`src/rtl/rf_pkg.sv`:
```
// Shared register-file types and constants, used by the write-back unit
// and by register-file consumers.
package rf_pkg;

   localparam int DATA_W   = 16;
   localparam int ADDR_W   = 4;
   localparam int NUM_REGS = 8;
   localparam int WB_DEPTH = 4;

   typedef struct packed {
      logic [ADDR_W-1:0] addr;
      logic [DATA_W-1:0] data;
   } wb_entry_t;

   function automatic logic addr_legal(input logic [ADDR_W-1:0] addr);
      return int'(addr) < NUM_REGS;
   endfunction

endpackage

```
`src/rtl/wb_queue.sv`:
```
// Write-back queue: 2-push / 1-pop circular buffer of wb_entry_t.
// When empty, an incoming push is presented on the pop side in the same cycle.
module wb_queue
   import rf_pkg::*;
#(
   parameter int DEPTH = WB_DEPTH
) (
   input  logic                            CLK,
   input  logic                            RST_N,
   input  logic                            i_push_a,
   input  wb_entry_t                       i_entry_a,
   input  logic                            i_push_b,
   input  wb_entry_t                       i_entry_b,
   output logic                            o_out_valid,
   output wb_entry_t                       o_out_entry,
   output logic [$clog2(DEPTH):0]          o_count,
   output logic [$clog2(DEPTH)-1:0]        o_head,
   output wb_entry_t [DEPTH-1:0]           o_mem
);

   localparam int PTR_W = $clog2(DEPTH);
   localparam int CNT_W = PTR_W + 1;

   wb_entry_t [DEPTH-1:0] r_mem;
   logic [PTR_W-1:0]      r_head;
   logic [PTR_W-1:0]      r_tail;
   logic [CNT_W-1:0]      r_count;
   logic [CNT_W-1:0]      w_npush;
   wb_entry_t             w_first;

   assign w_npush = CNT_W'(i_push_a) + CNT_W'(i_push_b);
   assign w_first = i_push_a ? i_entry_a : i_entry_b;

   // Every push is stored at the tail even when it is consumed directly;
   // head advances with it, so tail - head always equals count.
   assign o_out_valid = (r_count != '0) || i_push_a || i_push_b;
   assign o_out_entry = (r_count != '0) ? r_mem[r_head] : w_first;

   always_ff @(posedge CLK or negedge RST_N) begin
      if (!RST_N) begin
         r_mem   <= '0;
         r_head  <= '0;
         r_tail  <= '0;
         r_count <= '0;
      end else begin
         if (i_push_a && i_push_b) begin
            r_mem[r_tail]              <= i_entry_a;
            r_mem[r_tail + PTR_W'(1)]  <= i_entry_b;
         end else if (i_push_a || i_push_b) begin
            r_mem[r_tail] <= w_first;
         end
         r_tail  <= r_tail + w_npush[PTR_W-1:0];
         r_head  <= r_head + PTR_W'(o_out_valid);
         r_count <= r_count + w_npush - CNT_W'(o_out_valid);
      end
   end

   assign o_count = r_count;
   assign o_head  = r_head;
   assign o_mem   = r_mem;

endmodule

```
`src/rtl/rf_writeback_unit.sv`:
```
// Register-file write-back master: merges load and ALU results in order and
// drains one write per cycle to WE3/A3/WD3. Decode bypass exists only when RF_WB_BYPASS_EN is defined.
module rf_writeback_unit
   import rf_pkg::*;
#(
   parameter int DEPTH = WB_DEPTH
) (
   input  logic              CLK,
   input  logic              RST_N,
   input  logic              alu_valid,
   input  logic [ADDR_W-1:0] alu_addr,
   input  logic [DATA_W-1:0] alu_data,
   input  logic              ld_valid,
   output logic              ld_ready,
   input  logic [ADDR_W-1:0] ld_addr,
   input  logic [DATA_W-1:0] ld_data,
   output logic              stall,
   output logic              WE3,
   output logic [ADDR_W-1:0] A3,
   output logic [DATA_W-1:0] WD3,
   output logic              err_addr,
   input  logic [ADDR_W-1:0] byp_a1,
   input  logic [ADDR_W-1:0] byp_a2,
   output logic              byp_hit1,
   output logic              byp_hit2,
   output logic [DATA_W-1:0] byp_d1,
   output logic [DATA_W-1:0] byp_d2
);

   localparam int PTR_W = $clog2(DEPTH);
   localparam int CNT_W = PTR_W + 1;

   logic                  w_ld_fire;
   logic                  w_alu_acc;
   logic                  w_push_a;
   logic                  w_push_b;
   logic                  w_out_valid;
   wb_entry_t             w_out_entry;
   logic [CNT_W-1:0]      w_count;
   logic [PTR_W-1:0]      w_head;
   wb_entry_t [DEPTH-1:0] w_mem;
   logic [CNT_W-1:0]      w_free;

   logic                  r_we3;
   logic [ADDR_W-1:0]     r_a3;
   logic [DATA_W-1:0]     r_wd3;
   logic                  r_err;

   // Free space counts the slot released by this cycle's pop.
   assign w_free   = CNT_W'(DEPTH) - w_count + CNT_W'(w_count != '0);
   assign stall    = w_free < CNT_W'(2);
   assign ld_ready = (w_free >= CNT_W'(1)) && !stall;

   assign w_ld_fire = ld_valid && ld_ready;
   assign w_alu_acc = alu_valid && !stall;
   assign w_push_a  = w_ld_fire && addr_legal(ld_addr);
   assign w_push_b  = w_alu_acc && addr_legal(alu_addr);

   wb_queue #(.DEPTH(DEPTH)) u_queue (
      .CLK         (CLK),
      .RST_N       (RST_N),
      .i_push_a    (w_push_a),
      .i_entry_a   ('{addr: ld_addr, data: ld_data}),
      .i_push_b    (w_push_b),
      .i_entry_b   ('{addr: alu_addr, data: alu_data}),
      .o_out_valid (w_out_valid),
      .o_out_entry (w_out_entry),
      .o_count     (w_count),
      .o_head      (w_head),
      .o_mem       (w_mem)
   );

   always_ff @(posedge CLK or negedge RST_N) begin
      if (!RST_N) begin
         r_we3 <= 1'b0;
         r_a3  <= '0;
         r_wd3 <= '0;
         r_err <= 1'b0;
      end else begin
         r_we3 <= w_out_valid;
         if (w_out_valid) begin
            r_a3  <= w_out_entry.addr;
            r_wd3 <= w_out_entry.data;
         end
         r_err <= (w_ld_fire && !addr_legal(ld_addr)) ||
                  (w_alu_acc && !addr_legal(alu_addr));
      end
   end

   assign WE3      = r_we3;
   assign A3       = r_a3;
   assign WD3      = r_wd3;
   assign err_addr = r_err;

`ifdef RF_WB_BYPASS_EN
   // Scan from oldest to youngest so the tail-most match wins; in-flight is oldest.
   function automatic logic [DATA_W:0] f_lookup(
      input logic [ADDR_W-1:0]     a,
      input logic                  fl_we,
      input logic [ADDR_W-1:0]     fl_addr,
      input logic [DATA_W-1:0]     fl_data,
      input wb_entry_t [DEPTH-1:0] mem,
      input logic [PTR_W-1:0]      head,
      input logic [CNT_W-1:0]      count
   );
      logic [DATA_W:0]  res;
      logic [PTR_W-1:0] idx;
      res = '0;
      if (fl_we && fl_addr == a) res = {1'b1, fl_data};
      for (int i = 0; i < DEPTH; i++) begin
         idx = head + PTR_W'(i);
         if (CNT_W'(i) < count && mem[idx].addr == a) res = {1'b1, mem[idx].data};
      end
      return res;
   endfunction

   assign {byp_hit1, byp_d1} = f_lookup(byp_a1, r_we3, r_a3, r_wd3, w_mem, w_head, w_count);
   assign {byp_hit2, byp_d2} = f_lookup(byp_a2, r_we3, r_a3, r_wd3, w_mem, w_head, w_count);
`else
   logic w_unused_byp;
   assign w_unused_byp = ^{byp_a1, byp_a2, w_head, w_mem};
   assign byp_hit1 = 1'b0;
   assign byp_hit2 = 1'b0;
   assign byp_d1   = '0;
   assign byp_d2   = '0;
`endif

   a_alu_no_stall : assert property (@(posedge CLK) disable iff (!RST_N) !(alu_valid && stall));

endmodule
```
`config.mk`:
```
export PLATFORM = sky130hd
export DESIGN_NAME = rf_writeback_unit
export DESIGN_NICKNAME = d
export VERILOG_FILES = /design/src/rtl/rf_pkg.sv /design/src/rtl/wb_queue.sv /design/src/rtl/rf_writeback_unit.sv
export SDC_FILE = /design/constraint.sdc
export NUM_CORES = 1
export LEC_CHECK = 0
export ABC_AREA = 1
export CAP_MARGIN = 5
export CORE_MARGIN = 2
export CORE_UTILIZATION = 50
export CTS_CLUSTER_SIZE = 30
export DETAILED_ROUTE_END_ITERATION = 6
export GPL_TIMING_DRIVEN = 0
export PLACE_DENSITY = 0.78
export SYNTH_ARGS = -nofsm -noshare
export SYNTH_HDL_FRONTEND = slang
export SYNTH_SLANG_ARGS = --single-unit
export TNS_END_PERCENT = 100
```
`constraint.sdc`:
```
create_clock -name CLK -period 2.7 [get_ports CLK]
set_input_delay 0.54 -clock CLK [delete_from_list [all_inputs] [get_ports CLK]]
set_output_delay 0.54 -clock CLK [all_outputs]
set_load 0.005 [all_outputs]
```
== Yosys cells after proc, flatten, opt, wreduce, memory -nomap -nowiden ==
Cells that the tools add are included.

* Register bits: 109
* Output and inout port bits: 58
* Logic and storage cells: 64

* Add/subtract/negate cells: 8
* Reductions and logical operators: 19
* Mux-type cells: 13
* $lt $le $gt $ge: 9

{| class="wikitable"
|+ Operators with widths
! cell !! count
|-
| 80-bit bitwise mux || 3
|-
| 80-bit 2-to-1 mux || 2
|-
| 20-bit 2-to-1 mux || 5
|-
| 20-bit demux with 2-bit select || 2
|-
| 20-bit binary-select mux with 2-bit select || 1
|-
| 1-bit logical AND || 10
|-
| 2-bit by 3-bit < comparator with 1-bit output (second input constant) || 3
|-
| 4-bit < comparator (second input constant) || 2
|-
| 2-bit by 1-bit >= comparator with 1-bit output (second input constant) || 2
|-
| 1-bit logical OR || 4
|-
| 3-bit by 1-bit adder with 3-bit output || 1
|-
| 3-bit adder || 1
|-
| 3-bit by 1-bit >= comparator with 1-bit output (second input constant) || 1
|-
| 1-bit zero test || 3
|-
| 3-bit by 2-bit < comparator with 1-bit output (second input constant) || 1
|-
| 3-bit nonzero test || 1
|-
| 3-bit by 1-bit subtractor with 3-bit output || 1
|-
| 3-bit subtractor (first input constant) || 1
|-
| 1-bit by 1-bit adder with 2-bit output || 1
|-
| 2-bit by 1-bit adder with 2-bit output || 1
|-
| 2-bit by 1-bit adder with 2-bit output (second input constant) || 1
|-
| 2-bit adder || 1
|-
| 2-bit nonzero test || 1
|}

== Logic depth before layout (Yosys ltp) ==
* Depth in word-level cells: 11
* Depth in mapped cells: 16
* Mapped depth without buffers: 14

== Cells and area by module ==
Synthesis repeated with hierarchy kept, for this count alone.

* Cell total of the unflattened synthesis: 1324
* Area, all modules: 8239.2 µm²

{| class="wikitable"
|+ Modules (own cells, without submodules)
! module !! instances !! sequential area each (µm²) !! cells an instance !! area an instance (µm²)
|-
| wb_queue || 1 || 2177.1 || 1228 || 7030.5
|-
| rf_writeback_unit || 1 || 550.5 || 96 || 1208.7
|}

== Least setup slack after synthesis ==
No wires, ideal clock.

* Kind: register -> register
* Start: register u_queue.r_count[1], in the netlist u_queue.o_count[1]
* End: register u_queue.r_count[2], in the netlist u_queue.o_count[2]
* Clock period less this slack: 2.871 ns
* Stages on the path, launching flop included: 16
* Setup time: 0.129 ns
* Arrival: 2.742 ns
* Path buffers: 3
* Data required time: 2.571 ns
* Slack: -0.171 ns
* Path through: dfrtp_1 -> inv_1 -> ha_1 -> inv_1 -> nand3_4 -> nand3_4 -> buf_2 -> inv_1 -> ha_1 -> buf_2 -> buf_2 -> inv_1 -> ha_1 -> fa_1 -> xnor2_1 -> xor2_1

* Cells in the longest elaborated chain, start to end: 10
* Elaborated cells between the ends (all ways): 16
* Those cells by class: add/sub: 5; order compare: 2; reduce/logical: 9

{| class="wikitable"
|+ Ends and longest elaborated chain
! what !! RTL line !! RTL
|-
| start: declaration || wb_queue.sv:27 || <nowiki>logic [CNT_W-1:0] r_count;</nowiki>
|-
| start signal: assignment || wb_queue.sv:54 || <nowiki>r_count <= r_count + w_npush - CNT_W'(o_out_valid);</nowiki>
|-
| 3-bit subtractor / 3-bit nonzero test (equally long branches) || rf_writeback_unit.sv:50, wb_queue.sv:36 ||
|-
| 3-bit by 1-bit adder with 3-bit output || rf_writeback_unit.sv:50 || <nowiki>assign w_free = CNT_W'(DEPTH) - w_count + CNT_W'(w_count != '0);</nowiki>
|-
| 3-bit by 2-bit < comparator with 1-bit output || rf_writeback_unit.sv:51 || <nowiki>assign stall = w_free < CNT_W'(2);</nowiki>
|-
| 1-bit zero test || rf_writeback_unit.sv:52, rf_writeback_unit.sv:55 ||
|-
| 1-bit logical AND || rf_writeback_unit.sv:52 || <nowiki>assign ld_ready = (w_free >= CNT_W'(1)) && !stall;</nowiki>
|-
| 1-bit logical AND || rf_writeback_unit.sv:54 || <nowiki>assign w_ld_fire = ld_valid && ld_ready;</nowiki>
|-
| 1-bit logical AND || rf_writeback_unit.sv:56 || <nowiki>assign w_push_a = w_ld_fire && addr_legal(ld_addr);</nowiki>
|-
| 1-bit by 1-bit adder with 2-bit output / 1-bit logical OR (equally long branches) || wb_queue.sv:31, wb_queue.sv:36 ||
|-
| 3-bit adder / 1-bit logical OR (equally long branches) || wb_queue.sv:54, wb_queue.sv:36 ||
|-
| 3-bit by 1-bit subtractor with 3-bit output * || wb_queue.sv:54 ||
|}

Mark *: on every way between the ends. The rest lies on a longest branch, timed or not.
A chain may end at the register's enable or synchronous reset.

== Final worst setup path ==
* Start: register u_queue.r_count[1], in the netlist u_queue.o_count[1]
* End: register u_queue.r_mem (netlist bit u_queue.o_mem[2])

* Cells in the longest elaborated chain, start to end: 11
* Elaborated cells between the ends (all ways): 18
* Those cells by class: add/sub: 2; order compare: 2; mux: 4; reduce/logical: 10

{| class="wikitable"
|+ Ends and longest elaborated chain
! what !! RTL line !! RTL
|-
| 3-bit subtractor / 3-bit nonzero test (equally long branches) || rf_writeback_unit.sv:50 ||
|-
| 3-bit by 1-bit adder with 3-bit output * || rf_writeback_unit.sv:50 ||
|-
| 3-bit by 2-bit < comparator with 1-bit output || rf_writeback_unit.sv:51 ||
|-
| 1-bit zero test || rf_writeback_unit.sv:52, rf_writeback_unit.sv:55 ||
|-
| 1-bit logical AND || rf_writeback_unit.sv:52 ||
|-
| 1-bit logical AND || rf_writeback_unit.sv:54 ||
|-
| 1-bit logical AND || rf_writeback_unit.sv:56 ||
|-
| 20-bit 2-to-1 mux || wb_queue.sv:32 || <nowiki>assign w_first = i_push_a ? i_entry_a : i_entry_b;</nowiki>
|-
| 80-bit bitwise mux || wb_queue.sv:50 || <nowiki>r_mem[r_tail] <= w_first;</nowiki>
|-
| 80-bit 2-to-1 mux || wb_queue.sv:49 || <nowiki>end else if (i_push_a || i_push_b) begin</nowiki>
|-
| 80-bit 2-to-1 mux || wb_queue.sv:46 || <nowiki>if (i_push_a && i_push_b) begin</nowiki>
|-
| end signal: indexed assignment || wb_queue.sv:47 || <nowiki>r_mem[r_tail] <= i_entry_a;</nowiki>
|-
| end signal: indexed assignment || wb_queue.sv:48 || <nowiki>r_mem[r_tail + PTR_W'(1)] <= i_entry_b;</nowiki>
|-
| end signal: indexed assignment || wb_queue.sv:50 ||
|-
| end: declaration || wb_queue.sv:24 || <nowiki>wb_entry_t [DEPTH-1:0] r_mem;</nowiki>
|}

Mark *: on every way between the ends. The rest lies on a longest branch, timed or not. The select of a mux whose other input is x is not followed.

==> results.yml <==
setup_path:
  reg2reg_depth: 13
  arrival_ns: 2.94
  worstSetupEndpointType: "register"
  crit_fanout: 10
  critPathRequiredTime_ns: 2.98
  r2r_setup_slack_ns: 0.04
  critPathLaunchType: "register"
  crit_type: "register to register"
  timing.rr.start: "u_queue.o_count[1]"
  reg2reg_to: "u_queue.o_mem[2]"
global_route:
  grt_overflow: 0
  grt_max_degree: 71
  grt_pass1_wl_mm: 42.0
  grt_use_met3: 0.0834
  use_met2: 0.517
  grt_pass1_vias: 7844
  grt.total_usage: 0.344
  grt.busiest_layer: "met2"
  antenna_found_initial: 0
  grt_use_met1: 0.450
run:
  maxCapViolCount: 0
detailed_routing:
  ant_nets: 0
  via_per_inst: 6.13
  drt-total-wl_mm: 27.5
  vias: 8449
  dr.pass1.iters: 7
  wl_per_cell_um: 19.9
  drt_iter0_markers: 1565
  drc: 4
synth:
  syn_avg_cell_area_um2: 6.93
  synth_top_area_share: 0.370
  yosysTopAreaCell: "dfrtp_1"
  synth_ff_type: "dfrtp_1"
  synth.cell_area_um2: 7370
  synth_common_cells: "187 x nor2_1, 132 x nand2_1, 122 x a21oi_1"
  synth-seq-cells: 109
  synth_most_common_cell: "nor2_1"
  ys_warn_count: 0
  yosys-top-cells-area: "dfrtp_1 37%, nor2_1 9.5%, a21oi_1 8.3%"
  synth_edf_count: 0
  async_flop_share: 1.00
  yosysSeqAreaShare: 0.370
  syn-instance-count: 1063
  ys_types: 28
worst_hold_path:
  hold_class: "input port to async pin"
clock_network:
  cts_root_buffer: "clkbuf_16"
  cts_tree: "built"
  cts_max_level: 3
  worstSkewPairLatency_ns: 0.37
  clk_pin_slew_ns: 0.08
  clock_sinks: 109
  ctsHoldBuffers: 0
  cts_buffers: 9
  clockBufferDepth: 2
place:
  io_buffers: 67
  pre_cts_ws_ns: -0.623
  gp_congestion: 0.990
  dp_hpwl_mm: 18.2
finish:
  layout.nets: 1254
  layout-drive-gt1-share: 0.101
  final_core_util: 0.617
  areaGrowthSynthToFinish_pct: 21.3
  n_antenna_cell: 0
die:
  io_pins: 110
  fp.dieArea_um2: 15700
  start_util: 0.509
  die_y_um: 125
  std_cell_rows: 44
  floorplan.die.width_um: 125
  fp.coreArea_um2: 14500
timing:
  period_share: 0.984
  slew_headroom: 0.456
  hold_viol: 0
  timing.fmax_mhz: 376
  fin_crit_ns: 2.66
  skew_ns: 0.00967
  slew_violations: 0
  finalSetupViolations: 0
  tightestPinTransition_ns: 0.816
  fin_ws_ns: 0.0438
pwr:
  vdd_drop_max_mv: 0.672
  power_density_nw_per_um2: 1150
  power.leakage_uw: 0.00411
outcome:
  violations: "DRC"
  status: "complete, but fails checks"
==> per-layer routing <==
metal	wire length, µm	vias up
li1	-	3782
met1	10200	3753
met2	11800	744
met3	3810	170
met4	1680	0
met5	0	-
==> critical path: stages (launching register included) <==
cell and delay, ns:
dfrtp_1 0.38, inv_2 0.06, ha_4 0.15, inv_1 0.05
nand2_2 0.06, nand3_4 0.12, nand3_4 0.10, buf_8 0.14
ha_1 0.27, nor2_1 0.15, o21a_1 0.26, buf_1 0.57
nor2_1 0.10, a21oi_1 0.16
==> area by class of cell <==
type,count,area (µm²)
buffer,112,638
fill,1355,5540
tap,184,230
multi-input combinational,794,3930
inverter,80,305
clock buffer,13,270
clock inverter,3,18.8
timing repair buffer,83,820
sequential,109,2730
==> sequential cells by signal, summed over array words and instances (netlist names) <==
register,count
WE3,1
WD3,16
u_queue.o_count,3
u_queue.r_tail,2
u_queue.o_head,2
err_addr,1
A3,4
u_queue.o_mem,80
==> kinds of logic (layout without fill, tap and decap cells) <==
group	count (synthesis)	count (layout)	synth area share
buffers and inverters	193	291	0.124
and+or+nand+nor	479	479	0.282
adders and majority gates	13	13	0.0231
xor gates and xnor gates	5	5	0.00594
AOI/OAI and AO/OA	262	262	0.193
other	2	35	0.00102
DFF	109	109	0.370
==> per-stage QoR <==
step	instances	hold WS (ns)	power, µW	TNS (ns)	cell area (µm²)
floorplan	1096	0.244	6480	0	7520
global placement	1347	0.462	8400	-379.98	8420
detailed placement	1348	0.464	8540	-28.08	8450
CTS	1369	0.0955	9980	0	8850
global route	1378	0.113	10900	-0.0527	8940
finish	1378	0.0751	10300	0	8940
==> power breakdown <==
group / internal [µW] / total, µW / switching [µW]
Clock: 702 / 1330 / 630
Combinational: 2150 / 5930 / 3770
Sequential: 2510 / 3010 / 494
==> cells in the final DEF (no fill, tap or decap), drive strengths merged, types with 12 or more instances in the layout <==
master         instances
inv                   80
o21ai                 71
a21oi                122
buf                   86
dfrtp                109
nor2                 187
ha                    12
o211ai                19
nand2                132
nand3                120
clkbuf                56
nand4                 38
o22ai                 48
clkdlybuf4s50         65
conb                  35
==> worst max path at each step <==
stage	endpoint	start
2_1_floorplan	u_queue.o_count[2]	u_queue.o_count[1]
3_3_place_gp	u_queue.o_mem[8]	RST_N
3_5_place_dp	u_queue.o_count[2]	ld_addr[3]
4_1_cts	u_queue.o_count[2]	u_queue.o_count[1]
5_1_grt	u_queue.o_mem[79]	u_queue.o_count[1]
6_report	u_queue.o_mem[2]	u_queue.o_count[1]
==> repair_timing <==
action                                  CTS  global route
gates resized for setup                  17             7
pin swaps                                 3             6
buffers inserted                          5             9
gates cloned                              0             1
endpoints found under the setup margin   81            64
Note: power is estimated with default switching activity, not from simulation.
